==> src/rtl/control_pkg.sv <==
// Shared encodings for the multicycle RV32I control path.
//   state_t  : main sequencer state, 4-bit encoding
//   Op*      : instr[6:0] opcodes the sequencer recognises
//   Res*     : resultsrc mux encodings
//   SrcA*    : alusrca mux encodings
//   SrcB*    : alusrcb mux encodings
//   Alu*     : aluop encodings consumed by the external ALU decoder
package control_pkg;

  typedef enum logic [3:0] {
    StReset,
    StFetch,
    StDecode,
    StMemAdr,
    StMemRead,
    StMemWb,
    StMemWrite,
    StExecR,
    StExecI,
    StExecU,
    StAluWb,
    StBranch,
    StJal,
    StIllegal
  } state_t;

  // Opcodes (instr[6:0])
  localparam logic [6:0] OpLoad   = 7'b0000011;
  localparam logic [6:0] OpStore  = 7'b0100011;
  localparam logic [6:0] OpRtype  = 7'b0110011;
  localparam logic [6:0] OpItype  = 7'b0010011;
  localparam logic [6:0] OpLui    = 7'b0110111;
  localparam logic [6:0] OpBranch = 7'b1100011;
  localparam logic [6:0] OpJal    = 7'b1101111;

  // resultsrc
  localparam logic [1:0] ResAluOut    = 2'b00;
  localparam logic [1:0] ResData      = 2'b01;
  localparam logic [1:0] ResAluResult = 2'b10;

  // alusrca
  localparam logic [1:0] SrcAPc    = 2'b00;
  localparam logic [1:0] SrcAOldPc = 2'b01;
  localparam logic [1:0] SrcARs1   = 2'b10;
  localparam logic [1:0] SrcAZero  = 2'b11;

  // alusrcb
  localparam logic [1:0] SrcBRs2  = 2'b00;
  localparam logic [1:0] SrcBImm  = 2'b01;
  localparam logic [1:0] SrcBFour = 2'b10;

  // aluop
  localparam logic [1:0] AluAdd   = 2'b00;
  localparam logic [1:0] AluSub   = 2'b01;
  localparam logic [1:0] AluFunct = 2'b10;

  // State that follows DECODE for a given opcode.
  function automatic state_t decode_next(input logic [6:0] op);
    state_t nxt;
    unique case (op)
      OpLoad, OpStore: nxt = StMemAdr;
      OpRtype:         nxt = StExecR;
      OpItype:         nxt = StExecI;
      OpLui:           nxt = StExecU;
      OpBranch:        nxt = StBranch;
      OpJal:           nxt = StJal;
      default:         nxt = StIllegal;
    endcase
    return nxt;
  endfunction

  // funct3[0] distinguishes BNE (take on not-zero) from BEQ (take on zero).
  function automatic logic branch_taken(input logic is_bne, input logic zero);
    return is_bne ? ~zero : zero;
  endfunction

endpackage

==> src/rtl/multicycle_sequencer.sv <==
// Main control FSM of the multicycle RV32I core. Sequences the shared ALU, the single
// memory port, IR/PC and the register file, one state per cycle.
// Ports:
//   clk        in   clock, all state on rising edge
//   rst_n      in   asynchronous active-low reset
//   op         in   instr[6:0] from IR
//   funct3     in   instr[14:12]; bit 0 selects BNE vs BEQ
//   zero       in   ALU result == 0
//   mem_ready  in   memory accepts/returns this cycle
//   mem_req    out  memory access request, held until mem_ready
//   adrsrc     out  memory address select: 0=PC, 1=ALUOut
//   memwrite   out  store strobe, only asserted together with mem_req
//   irwrite    out  IR load
//   pcwrite    out  PC load
//   regwrite   out  rd write
//   resultsrc  out  00=ALUOut 01=Data 10=ALUResult
//   alusrca    out  00=PC 01=OldPC 10=rs1 11=zero
//   alusrcb    out  00=rs2 01=ImmExt 10=const 4
//   aluop      out  00=add 01=sub 10=funct-decoded
//   retire     out  one-cycle pulse on the last cycle of each instruction
//   illegal    out  sticky flag: unsupported opcode seen (held until reset)
module multicycle_sequencer
  import control_pkg::*;
(
  input  logic       clk,
  input  logic       rst_n,
  input  logic [6:0] op,
  input  logic [2:0] funct3,
  input  logic       zero,
  input  logic       mem_ready,
  output logic       mem_req,
  output logic       adrsrc,
  output logic       memwrite,
  output logic       irwrite,
  output logic       pcwrite,
  output logic       regwrite,
  output logic [1:0] resultsrc,
  output logic [1:0] alusrca,
  output logic [1:0] alusrcb,
  output logic [1:0] aluop,
  output logic       retire,
  output logic       illegal
);

  state_t state_q, state_d;

  // Only funct3[0] matters to the sequencer; the rest goes to the ALU decoder.
  logic unused_funct3;
  assign unused_funct3 = ^funct3[2:1];

  // Outputs are decoded from state_q, so an asynchronous reset drops every strobe
  // in the same cycle and no partially-sequenced write can complete.
  always_ff @(posedge clk or negedge rst_n) begin
    if (!rst_n) begin
      state_q <= StReset;
    end else begin
      state_q <= state_d;
    end
  end

  // Next-state decode
  always_comb begin
    state_d = state_q;
    unique case (state_q)
      StReset:    state_d = StFetch;
      StFetch:    if (mem_ready) state_d = StDecode;
      StDecode:   state_d = decode_next(op);
      StMemAdr:   state_d = (op == OpLoad) ? StMemRead : StMemWrite;
      StMemRead:  if (mem_ready) state_d = StMemWb;
      StMemWb:    state_d = StFetch;
      StMemWrite: if (mem_ready) state_d = StFetch;
      StExecR,
      StExecI,
      StExecU:    state_d = StAluWb;
      StAluWb:    state_d = StFetch;
      StBranch:   state_d = StFetch;
      StJal:      state_d = StAluWb;
      StIllegal:  state_d = StIllegal;
      default:    state_d = StReset;
    endcase
  end

  // Output decode: Moore, except for the mem_ready/zero qualified strobes.
  always_comb begin
    mem_req   = 1'b0;
    adrsrc    = 1'b0;
    memwrite  = 1'b0;
    irwrite   = 1'b0;
    pcwrite   = 1'b0;
    regwrite  = 1'b0;
    resultsrc = ResAluOut;
    alusrca   = SrcAPc;
    alusrcb   = SrcBRs2;
    aluop     = AluAdd;
    retire    = 1'b0;
    illegal   = 1'b0;
    unique case (state_q)
      StReset: begin
      end
      StFetch: begin
        // ALU computes PC+4 while the instruction is read; PC and IR load together.
        mem_req   = 1'b1;
        adrsrc    = 1'b0;
        alusrca   = SrcAPc;
        alusrcb   = SrcBFour;
        aluop     = AluAdd;
        resultsrc = ResAluResult;
        irwrite   = mem_ready;
        pcwrite   = mem_ready;
      end
      StDecode: begin
        // Speculative branch/jal target OldPC+imm lands in ALUOut.
        alusrca = SrcAOldPc;
        alusrcb = SrcBImm;
        aluop   = AluAdd;
      end
      StMemAdr: begin
        alusrca = SrcARs1;
        alusrcb = SrcBImm;
        aluop   = AluAdd;
      end
      StMemRead: begin
        mem_req = 1'b1;
        adrsrc  = 1'b1;
      end
      StMemWb: begin
        resultsrc = ResData;
        regwrite  = 1'b1;
        retire    = 1'b1;
      end
      StMemWrite: begin
        mem_req  = 1'b1;
        adrsrc   = 1'b1;
        memwrite = 1'b1;
        retire   = mem_ready;
      end
      StExecR: begin
        alusrca = SrcARs1;
        alusrcb = SrcBRs2;
        aluop   = AluFunct;
      end
      StExecI: begin
        alusrca = SrcARs1;
        alusrcb = SrcBImm;
        aluop   = AluFunct;
      end
      StExecU: begin
        // LUI: 0 + ImmExt
        alusrca = SrcAZero;
        alusrcb = SrcBImm;
        aluop   = AluAdd;
      end
      StAluWb: begin
        resultsrc = ResAluOut;
        regwrite  = 1'b1;
        retire    = 1'b1;
      end
      StBranch: begin
        alusrca   = SrcARs1;
        alusrcb   = SrcBRs2;
        aluop     = AluSub;
        resultsrc = ResAluOut;
        pcwrite   = branch_taken(funct3[0], zero);
        retire    = 1'b1;
      end
      StJal: begin
        // PC <= ALUOut (target from DECODE) while the ALU forms the link value OldPC+4.
        alusrca   = SrcAOldPc;
        alusrcb   = SrcBFour;
        aluop     = AluAdd;
        resultsrc = ResAluOut;
        pcwrite   = 1'b1;
      end
      StIllegal: begin
        illegal = 1'b1;
      end
      default: begin
      end
    endcase
  end

endmodule
==> config.mk <==
export PLATFORM = sky130hd
export DESIGN_NAME = multicycle_sequencer
export DESIGN_NICKNAME = d
export VERILOG_FILES = /design/src/rtl/control_pkg.sv /design/src/rtl/multicycle_sequencer.sv
export SDC_FILE = /design/constraint.sdc
export NUM_CORES = 1
export LEC_CHECK = 0
export BUFFER_PORTS_ARGS = -buffer_cell sky130_fd_sc_hd__buf_2
export CAP_MARGIN = 20
export CORE_AREA = 2 2 40 42
export CTS_CLUSTER_DIAMETER = 200
export CTS_CLUSTER_SIZE = 12
export DETAILED_ROUTE_END_ITERATION = 6
export DIE_AREA = 0 0 42 44
export PLACE_DENSITY = 0.74
export SLEW_MARGIN = 25
export SYNTH_ARGS = -nofsm -noshare
export SYNTH_HDL_FRONTEND = slang
export SYNTH_SLANG_ARGS = --single-unit
==> constraint.sdc <==
create_clock -name clk -period 1.5 [get_ports clk]
set_clock_uncertainty 0.1 [all_clocks]
set_input_delay 0.075 -clock clk [delete_from_list [all_inputs] [get_ports clk]]
set_output_delay 0.075 -clock clk [all_outputs]
set_load 0.02 [all_outputs]
==> impl_metrics.yaml <==
layout:
  fill_cells: 118
  syn2layout_area_growth_pct: 63.6
  drive_gt1_frac: 0.524
  diodes: 0
  layoutNonFillerInstCount: 140
  fin_nets: 140
  largest_reg_flops: 4
  top_regs: "state_q: 4 flops"
  top_register: "state_q"
  final_cell_area_sq_um: 950
synthesis:
  yosysTopAreaCell: "dfrtp_1"
  synth_edf_count: 0
  syn_nets: 99
  syn_area_per_cell_sq_um: 6.83
  netlist_instances: 85
  synthMuxAreaShare: 0
  syn_area_sq_um: 581
  yosysTopAreaCellShare: 0.172
  synthAdderAreaFrac: 0
  synthArstFlopShare: 1.00
  synth_cell_type_count: 35
  yosys.area_share.simple: 0.386
  yosys.area_share.xor_xnor: 0.0453
  synthTopCellsByArea: "dfrtp_1 17%, nand2b_1 7.5%, nor2_1 6.5%"
  synth_top_family_by_area: "simple AND/OR/NAND/NOR gates"
  yosys_register_bits: 4
  ys_seq_area_frac: 0.172
  synth_compound_area_frac: 0.328
  yosysWarnings: 0
  ys.flop_type: "dfrtp_1"
die:
  die_w_um: 42
  core_area_sq_um: 1420
  std_cell_rows: 14
  initial_core_util: 0.409
  die_h_um: 44
  ios: 30
  dieArea_sq_um: 1850
setup_path:
  rrSetupSlack_ps: 60
  crit_type: "reg -> out"
  path_cells: "nand2b_4, nor2_2, a21o_1, a211o_1, buf_6"
  reg2regPathDepth: 6
  r2r-start: "state_q[2]$_DFFE_PN0P_"
  crit_fanout: 7
  worstReg2RegEnd: "state_q[1]$_DFFE_PN0P_"
  crit_path_top_delay_cell: "dfrtp_2"
  end_kind: "output port"
  start_kind: "flop"
  slowest_delay_ps: 430
  cp.required_ps: 1320
  critical_path_arrival_ps: 1410
timing:
  worstMarginPinSlew_ps: 345
  hold_viol: 0
  rsz0062_at_grt: "true"
  max_freq_mhz: 632
  maxSlewViolCount: 0
  min_period_ps: 1580
  finalSetupViolCount: 4
  max-slew-margin-rel: 0.769
  finalCritPeriodShare: 1.05
  hold_ws_ps: 64.2
  fin_setup_tns_ps: -210
  layout_setup_ws_ps: -82.2
power_and_ir_drop:
  intPower_mw: 1.08
  switching_share: 0.497
  combPwrFrac: 0.811
  seq_power_share: 0.125
  power.density_nw_per_um2: 2260
  p_switching_mw: 1.07
  leakagePower_nw: 0.465
  clockPowerShare: 0.064
  ir_drop_mv: 1.39
cts:
  cts_htree_levels: 1
  cts.sinks: 4
  clock_latency_ps: 240
  cts_root_buffer: "clkbuf_4"
  clock_path_buffers: 2
  cts_tree: "built"
  cts_made_buffers: 3
  clkTransAtPathRegs_ps: 40
place:
  port_buffers: 27
  dp.cells: 129
  post-place-ws_ps: 82.5
  place.gp.congestion: 0.817
  placed_area_sq_um: 767
  dp_hpwl_um: 1210
detailed_routing:
  drt_first_pass_iters: 4
  first_iter_violations: 25
  vias: 759
  routedWlPerCell_um: 12.9
  viasPerCell: 5.42
  postRouteWirelength_um: 1810
  post-route-drc-count: 0
  ant_nets: 0
global_routing:
  grtUsageTotal: 0.193
  grt-ovfl-total: 0
  grt_pass1_vias: 632
  grt_pass1_wl_um: 2780
  antenna_found_initial: 0
  grt_max_degree: 14
job:
  cap_viol_max_count: 0
status:
  status: "finished, violations left"
  violations: "setup timing"
worst_hold_path:
  hold_class: "in -> async"
-- per-stage QoR --
stage | total power [mW] | utilization
after CTS | 2.02 | 0.642
after floorplan | 1.18 | -
after global routing | 2.29 | 0.669
after detailed placement | 1.59 | 0.541
after global placement | 1.57 | 0.541
final | 2.15 | 0.669
-- layout by cell type (no fill, tap or decap), types with 2 or more instances in the layout --
master / instances
nor2_2: 2
buf_6: 5
nand2b_1: 5
buf_2: 24
nor2b_4: 2
nor2_1: 8
nand3_1: 4
nor2b_2: 3
nand2_1: 4
o21ai_0: 6
o21ai_1: 2
buf_4: 12
a211o_1: 2
a21oi_1: 3
clkbuf_4: 3
xor2_1: 2
dfrtp_2: 3
nand2b_4: 2
inv_1: 3
o31ai_1: 2
-- final cells by class --
class	count	area, sq um	area share
clock buffers	3	22.5	0.0237
well taps	16	20.0	0.0211
multi-input cells	72	515	0.543
inverters	3	11.3	0.0119
repair buffers	42	277	0.291
flip-flops and latches	4	104	0.109
-- how the worst max path moves through the flow --
| stage | end | startpoint |
|---|---|---|
| 6_report | retire | state_q[3]$_DFFE_PN0P_ |
| 3_3_place_gp | retire | state_q[3]$_DFFE_PN0P_ |
| 3_5_place_dp | retire | state_q[3]$_DFFE_PN0P_ |
| 4_1_cts | alusrcb[1] | state_q[3]$_DFFE_PN0P_ |
| 2_1_floorplan | retire | state_q[2]$_DFFE_PN0P_ |
| 5_1_grt | retire | state_q[3]$_DFFE_PN0P_ |
-- synth_stat cells, drive strengths merged, types with 2 or more instances --
cell	number
inv	3
dfrtp	4
nand2	6
a21oi	4
nand2b	7
a211o	2
nand3	4
buf	5
o31ai	2
nor2b	6
nor3	2
o21ai	8
nor2	10
xor2	2
-- worst max-delay path, delay by kind of cell, from the launching register on --
family / cells / cell delay [ps]
simple gates: 2 / 210
compound gates: 2 / 400
flops: 1 / 430
buf+inv: 1 / 130
-- power groups by stage --
stage	logic (mW)	clock network, mW	registers [mW]
after detailed placement	1.35	0	0.240
after CTS	1.62	0.138	0.263
after floorplan	0.996	0	0.187
final	1.74	0.138	0.268
after global placement	1.33	0	0.236
after global routing	1.86	0.144	0.282
-- cells by family (layout without fill, tap and decap cells) --
family / count (synthesis) / count (layout)
and+or+nand+nor: 42 / 42
AOI/OAI and AO/OA: 27 / 27
buffers and inverters: 9 / 48
DFF: 4 / 4
xor gates and xnor gates: 3 / 3
-- what timing repair did --
| item | 4_1_cts | 5_1_grt |
|---|---|---|
| pin swaps | 2 | 1 |
| hold buffers | 1 | 0 |
| hold endpoints to repair | 4 | 0 |
| buffers inserted | 6 | 1 |
| setup endpoints to repair | 9 | 10 |
| resized for setup | 21 | 7 |
-- layer usage --
metal  global-route usage  wire [um]
met5                    0          0
met4               0.0581          0
met3               0.0167        132
met2                0.363        955
met1                0.232        719
Note: power is estimated with default switching activity, not from simulation.
